**src/rtl/mem_port_arbiter.sv**
```systemverilog
// Round-robin arbiter for the shared processor memory port: one transaction at a time,
// per-requester completion pulse, watchdog for memories that never acknowledge.
module mem_port_arbiter #(
    parameter int DATA_WIDTH = 16,
    parameter int TIMEOUT    = 255
) (
    input  logic                  clk,
    input  logic                  reset_n,
    input  logic [3:0]            req,
    input  logic [3:0]            req_wr,
    output logic [3:0]            gnt,
    output logic [1:0]            mux_sel,
    output logic                  mem_rd,
    output logic                  mem_wr,
    input  logic                  mem_ready,
    input  logic [DATA_WIDTH-1:0] mem_rdata,
    output logic [3:0]            done,
    output logic                  err,
    output logic [DATA_WIDTH-1:0] rdata
);

    typedef enum logic [1:0] {
        IDLE = 2'd0,
        BUSY = 2'd1,
        DONE = 2'd2
    } state_t;

    localparam logic [15:0] LAST_CNT = 16'(TIMEOUT - 1);

    state_t      state;
    logic [1:0]  ptr;
    logic [15:0] cnt;
    logic [1:0]  winner;

    // Search order starts at ptr; first requester found wins.
    always_comb begin
        logic       found;
        logic [1:0] idx;
        found  = 1'b0;
        winner = ptr;
        idx    = ptr;
        for (int i = 0; i < 4; i++) begin
            idx = ptr + 2'(i);
            if (!found && req[idx]) begin
                found  = 1'b1;
                winner = idx;
            end
        end
    end

    always_ff @(posedge clk or negedge reset_n) begin
        if (!reset_n) begin
            state   <= IDLE;
            ptr     <= 2'd0;
            cnt     <= 16'd0;
            gnt     <= 4'd0;
            mux_sel <= 2'd0;
            mem_rd  <= 1'b0;
            mem_wr  <= 1'b0;
            done    <= 4'd0;
            err     <= 1'b0;
            rdata   <= '0;
        end else begin
            case (state)
                IDLE: begin
                    if (|req) begin
                        state   <= BUSY;
                        gnt     <= 4'(1) << winner;
                        mux_sel <= winner;
                        mem_rd  <= ~req_wr[winner];
                        mem_wr  <= req_wr[winner];
                        cnt     <= 16'd0;
                    end
                end
                BUSY: begin
                    cnt <= cnt + 16'd1;
                    // An acknowledge in the final watchdog cycle still counts as a normal completion.
                    if (mem_ready) begin
                        state  <= DONE;
                        rdata  <= mem_wr ? '0 : mem_rdata;
                        err    <= 1'b0;
                        done   <= gnt;
                        gnt    <= 4'd0;
                        mem_rd <= 1'b0;
                        mem_wr <= 1'b0;
                    end else if (cnt == LAST_CNT) begin
                        state  <= DONE;
                        rdata  <= '0;
                        err    <= 1'b1;
                        done   <= gnt;
                        gnt    <= 4'd0;
                        mem_rd <= 1'b0;
                        mem_wr <= 1'b0;
                    end
                end
                DONE: begin
                    state <= IDLE;
                    ptr   <= mux_sel + 2'd1;
                    done  <= 4'd0;
                    err   <= 1'b0;
                end
                default: state <= IDLE;
            endcase
        end
    end

endmodule

```
**config.mk**
```make
export PLATFORM = sky130hd
export DESIGN_NAME = mem_port_arbiter
export DESIGN_NICKNAME = d
export VERILOG_FILES = /design/src/rtl/mem_port_arbiter.sv
export SDC_FILE = /design/constraint.sdc
export NUM_CORES = 1
export LEC_CHECK = 0
export CAP_MARGIN = 20
export CELL_PAD_IN_SITES_DETAIL_PLACEMENT = 0
export CELL_PAD_IN_SITES_GLOBAL_PLACEMENT = 1
export CORE_UTILIZATION = 41
export CTS_BUF_LIST = sky130_fd_sc_hd__clkbuf_8
export CTS_CLUSTER_SIZE = 28
export DETAILED_ROUTE_END_ITERATION = 12
export PLACE_DENSITY = 0.84
export SLEW_MARGIN = 20
export SYNTH_ARGS = -nofsm -noshare
export SYNTH_HDL_FRONTEND = slang
export SYNTH_SLANG_ARGS = --single-unit
```
**constraint.sdc**
```tcl
create_clock -name clk -period 3.5 [get_ports clk]
set_input_delay 0.525 -clock clk [delete_from_list [all_inputs] [get_ports clk]]
set_output_delay 0.525 -clock clk [all_outputs]
set_load 0.02 [all_outputs]
```
* Yosys cells after proc, flatten, opt, wreduce, memory -nomap -nowiden *
Cells that the tools add are included.

cells by class
  add/sub/neg operators = 5
  $lt $le $gt $ge = 5
  eq/ne operators = 5
  shift-type cells = 1
  muxes and demuxes = 41
  bitwise gates (word level) = 1
  reductions and logical operators = 17

operators with widths
  operator                                                               count
  16-bit 2-to-1 mux                                                      4
  16-bit case mux with 2 select lines                                    1
  4-bit 2-to-1 mux                                                       5
  16-bit by 1-bit adder with 16-bit output (second input constant)       1
  16-bit by 8-bit == test with 1-bit output (second input constant)      1
  4-bit case mux with 2 select lines                                     2
  2-bit by 3-bit < comparator with 1-bit output (second input constant)  5
  1-bit 2-to-1 mux                                                       14
  2-bit 2-to-1 mux                                                       6
  1-bit binary-select mux with 2-bit select                              5
  2-bit AND reduction                                                    5
  1-bit case mux with 2 select lines                                     3
  2-bit nonzero test                                                     3
  2-bit by 1-bit adder with 2-bit output (second input constant)         2
  2-bit adder (second input constant)                                    2
  2-bit case mux with 2 select lines                                     1
  4-bit OR reduction                                                     1
  1-bit by 2-bit << shifter with 4-bit output (first input constant)     1
  1-bit logical AND                                                      3
  1-bit logical NOT                                                      3
  3-bit != test (second input constant)                                  1
  3-bit AND reduction                                                    1
  2-bit by 1-bit == test with 1-bit output (second input constant)       1
  2-bit == test (second input constant)                                  1
  other kinds (3)                                                        3

storage, ports and cells
  register bits = 49
  input port bits = 27
  output and inout bits = 29
  word-level logic and storage cells = 85

* Longest topological paths before layout *
  depth in word-level cells = 17
  gate-level depth with buffers = 9
  depth with buffers taken out = 7

* Worst setup path before layout *
No wires, ideal clock.

  path kind = input -> register
  from = input port req[2]
  to = register mem_wr
  setup time = 122 ps
  data arrival time = 1642 ps
  required time = 3378 ps
  setup slack = 1736 ps
  cell stages on the path = 5
  buffers on the path = 0
  cells stage by stage = nor2b_1 a2111o_1 and2_4 a2111o_1 o2111a_1

between the ends
  cells in the longest elaborated chain, start to end = 16
  elaborated cells on any way between the ends = 27
  those cells by class = eq/ne: 1; mux: 18; reduce/logical: 8

ends and longest elaborated chain
  item                                       line  source
  from (decl)                                9     input logic [3:0] req,
  1-bit binary-select mux with 2-bit select  44    if (!found && req[idx]) begin
  1-bit 2-to-1 mux (not written as such)     44
  1-bit 2-to-1 mux                           44
  1-bit logical NOT                          44
  1-bit logical AND                          44
  1-bit 2-to-1 mux                           44
  1-bit logical NOT                          44
  1-bit logical AND                          44
  1-bit 2-to-1 mux                           44
  1-bit logical NOT                          44
  1-bit logical AND                          44
  2-bit 2-to-1 mux                           44
  1-bit binary-select mux with 2-bit select  71    mem_wr <= req_wr[winner];
  1-bit 2-to-1 mux (not written as such)     71
  1-bit 2-to-1 mux                           66    if (|req) begin
  1-bit case mux with 2 select lines         64    case (state)
  to (signal assigned)                       71
  to (decl)                                  14    output logic mem_wr,

Several ways; a longest one is shown, not always the timed one. The select of a mux whose other input is x is not followed.
A chain may end at the register's enable or synchronous reset.

* Worst setup path in the final report *
  from = register cnt[0]
  to = register mem_wr

between the ends
  cells in the longest elaborated chain, start to end = 3

ends and longest elaborated chain
  item                                       line  source
  from (decl)                                32    logic [15:0] cnt;
  from (signal assigned)                     76    cnt <= cnt + 16'd1;
  16-bit by 8-bit == test with 1-bit output  86    end else if (cnt == LAST_CNT) begin
  3-bit != test (no line)                    -
  3-bit AND reduction (no line)              -

Every way passes these cells.

==> impl_metrics.py <==
metrics = {
    "global_route": {
        "antenna_found_initial": 0,
        "grtUsageTotal": 0.1797,
        "grt_max_degree": 35,
        "gr-total-overflow": 0,
        "grt_pass1_vias": 1871,
        "grt_pass1_wl_um": 8590,
    },
    "clocking": {
        "clk_latency_ns": 0.30,
        "hold_buffers": 0,
        "cts_root_buf": "clkbuf_8",
        "tritoncts": "built",
        "cts.sinks": 49,
        "clk_pin_slew_ns": 0.09,
        "numCtsBuffers": 5,
        "clockBufferDepth": 2,
        "post-cts-setup-buffers": 0,
        "htreeDepth": 2,
        "post_cts_resized": 0,
    },
    "worst_hold_path": {
        "hold_class": "in2async",
    },
    "cells_and_area": {
        "utilization": 0.5490,
        "nets": 337,
        "final_cell_count_no_fill": 380,
        "design_area_um2": 3023,
        "multi_input_area_um2": 1007,
        "final-seq-area_um2": 1226,
        "num_antenna_cells": 0,
        "n_fill_cell": 523,
        "area_delta_synth_final_pct": 29.47,
        "drive_gt1_frac": 0.05519,
    },
    "routing": {
        "postRouteAntennaNets": 0,
        "dr.pass1.iters": 4,
        "drt_iter0_drc": 96,
        "wl_um": 4903,
        "wl_per_cell_um": 12.90,
        "drc_errors": 0,
        "via_per_inst": 5.189,
        "vias": 1972,
    },
    "synth": {
        "ys_top_cells_by_count": "nand2_1 (53), dfrtp_1 (49), o21ai_0 (34)",
        "postSynthRegisterBits": 49,
        "synth_seq_area_share": 0.5252,
        "synth_top_flop_cell": "dfrtp_1",
        "synth_cells": 253,
        "async_flop_share": 1.000,
        "synth_cell_types": 45,
        "synth.area.top_cells": "dfrtp_1 (53%), nand2_1 (8.5%), o21ai_0 (7.3%)",
        "syn_nets": 282,
        "synth_edf_count": 0,
        "synth.most_common_cell": "nand2_1",
        "yosys_warnings": 0,
        "yosysTopAreaCell": "dfrtp_1",
        "synth_area_per_cell_um2": 9.228,
        "netlist_area_um2": 2335,
        "synth_top_area_share": 0.5252,
    },
    "worst_setup_path": {
        "rr_startpoint": "cnt[0]$_DFFE_PN0P_",
        "end_kind": "flop",
        "reg2regPathDepth": 8,
        "start_kind": "flop",
        "r2r_end": "mem_wr$_DFFE_PN0P_",
        "cp_max_fo": 34,
        "ff2ff_setup_slack_ns": 1.21,
        "worst-setup-path-type": "reg2reg",
        "crit_arrival_ns": 2.48,
        "critPathRequiredTime_ns": 3.69,
    },
    "timing": {
        "max_slew_margin": 0.6559,
        "min_period_over_period": 0.6543,
        "finalSetupViolations": 0,
        "hold_viol": 0,
        "setup_tns_ns": 0,
        "tightest_slew_ns": 0.5115,
        "period_needed_ns": 2.290,
        "grt_setup_unrepaired": "false",
        "max_freq_mhz": 436.7,
        "fin_worst_skew_ns": 0.01168,
        "slew_violations": 0,
    },
    "floorplanning": {
        "ios": 56,
        "die_w_um": 77.46,
        "start_util": 0.4240,
        "rows": 27,
        "die_area_um2": 6000,
        "die-height_um": 77.46,
        "core-area_um2": 5507,
    },
    "flow_run": {
        "maxCapViolations": 0,
    },
    "placement": {
        "hpwl_um": 3529,
        "dp_cells": 373,
        "portBuffers": 55,
        "place_area_um2": 2933,
        "gp_congestion": 0.7508,
    },
    "outcome": {
        "status": "finished, final reports clean",
    },
    "power": {
        "p_leak_nw": 1.279,
        "power_density_nw_per_um2": 739.6,
        "ir_drop_uv": 358.8,
    },
}
==> cells by family after synthesis <==
logic type               count (synthesis)  share of synthesized area
buffers and inverters                   21                    0.04341
XOR/XNOR                                 1                   0.003752
adder cells (fa/ha/maj)                  2                    0.01072
AND/OR/NAND/NOR                        112                     0.2321
multiplexers                             4                    0.01769
AO/OA/AOI/OAI                           64                     0.1672
flip-flops                              49                     0.5252
==> cell usage in the layout, fill, tap and decap left out, types with 3 or more instances in the layout <==
cell type / count
buf_4: 3
clkbuf_8: 6
clkdlybuf4s50_1: 54
dfrtp_1: 49
inv_1: 11
mux2i_1: 3
nand2_1: 53
nand2b_1: 3
nand3_1: 21
nand4_1: 5
nor2_1: 8
o21a_1: 5
o21ai_0: 34
o21ai_1: 3
o22ai_1: 5
o31ai_1: 5
==> layout make-up <==
type                    instances  area share
multi-input cells             183      0.3332
flip-flops and latches         49      0.4056
clock buffers                   6     0.02732
clock inverters                 1    0.002483
repair buffers                 58      0.1879
inverters                      11     0.01366
well taps                      72     0.02980
==> state kept, by name, summed over array words and instances, names as in the netlist <==
signal	count
cnt	16
rdata	16
done	4
gnt	4
mux_sel	2
ptr	2
state	2
err	1
mem_rd	1
mem_wr	1
==> report_power, final <==
| group | internal, mW | switching [mW] |
|---|---|---|
| combinational | 0.449 | 0.549 |
| sequential | 0.744 | 0.159 |
| clock | 0.156 | 0.178 |
| total | 1.35 | 0.886 |
==> metrics by stage <==
stage          setup WS (ns)  hold slack, ns  power (mW)
6_report               1.210          0.1941       2.236
5_1_grt                1.025          0.2173       2.408
4_1_cts                1.216          0.2019       2.271
3_5_place_dp           1.093          0.4694       1.922
3_3_place_gp           1.103          0.4611       1.911
2_1_floorplan          1.736          0.2294       1.495
==> how the worst max path moves through the flow <==
stage / start / end / slack (ns) / cells past startpoint
3_3_place_gp: req[0] / mem_wr$_DFFE_PN0P_ / 1.10 / 5
2_1_floorplan: req[2] / mem_wr$_DFFE_PN0P_ / 1.74 / 5
3_5_place_dp: req[0] / mem_wr$_DFFE_PN0P_ / 1.09 / 5
5_1_grt: cnt[0]$_DFFE_PN0P_ / mem_wr$_DFFE_PN0P_ / 1.03 / 8
6_report: cnt[0]$_DFFE_PN0P_ / mem_wr$_DFFE_PN0P_ / 1.21 / 8
4_1_cts: cnt[0]$_DFFE_PN0P_ / mem_wr$_DFFE_PN0P_ / 1.22 / 8
==> critical path: stages, from the launching register on <==
cell	delay, ns
dfrtp_1	0.44
inv_1	0.08
ha_1	0.14
nor4b_1	0.33
a41o_2	0.34
nand2_1	0.17
buf_4	0.29
and2_1	0.18
o2111a_1	0.22
==> per-layer routing <==
metal  vias up  part of all wire  track usage  wire length (µm)
met4         0            0.0092      0.05660                45
met3         6             0.049      0.05176               240
met5         -                 0            0                 0
li1        998                 -            -                 -
met1       919              0.51       0.2379              2495
met2        49              0.43       0.2832              2122
Power figures use the tool's default switching activity.
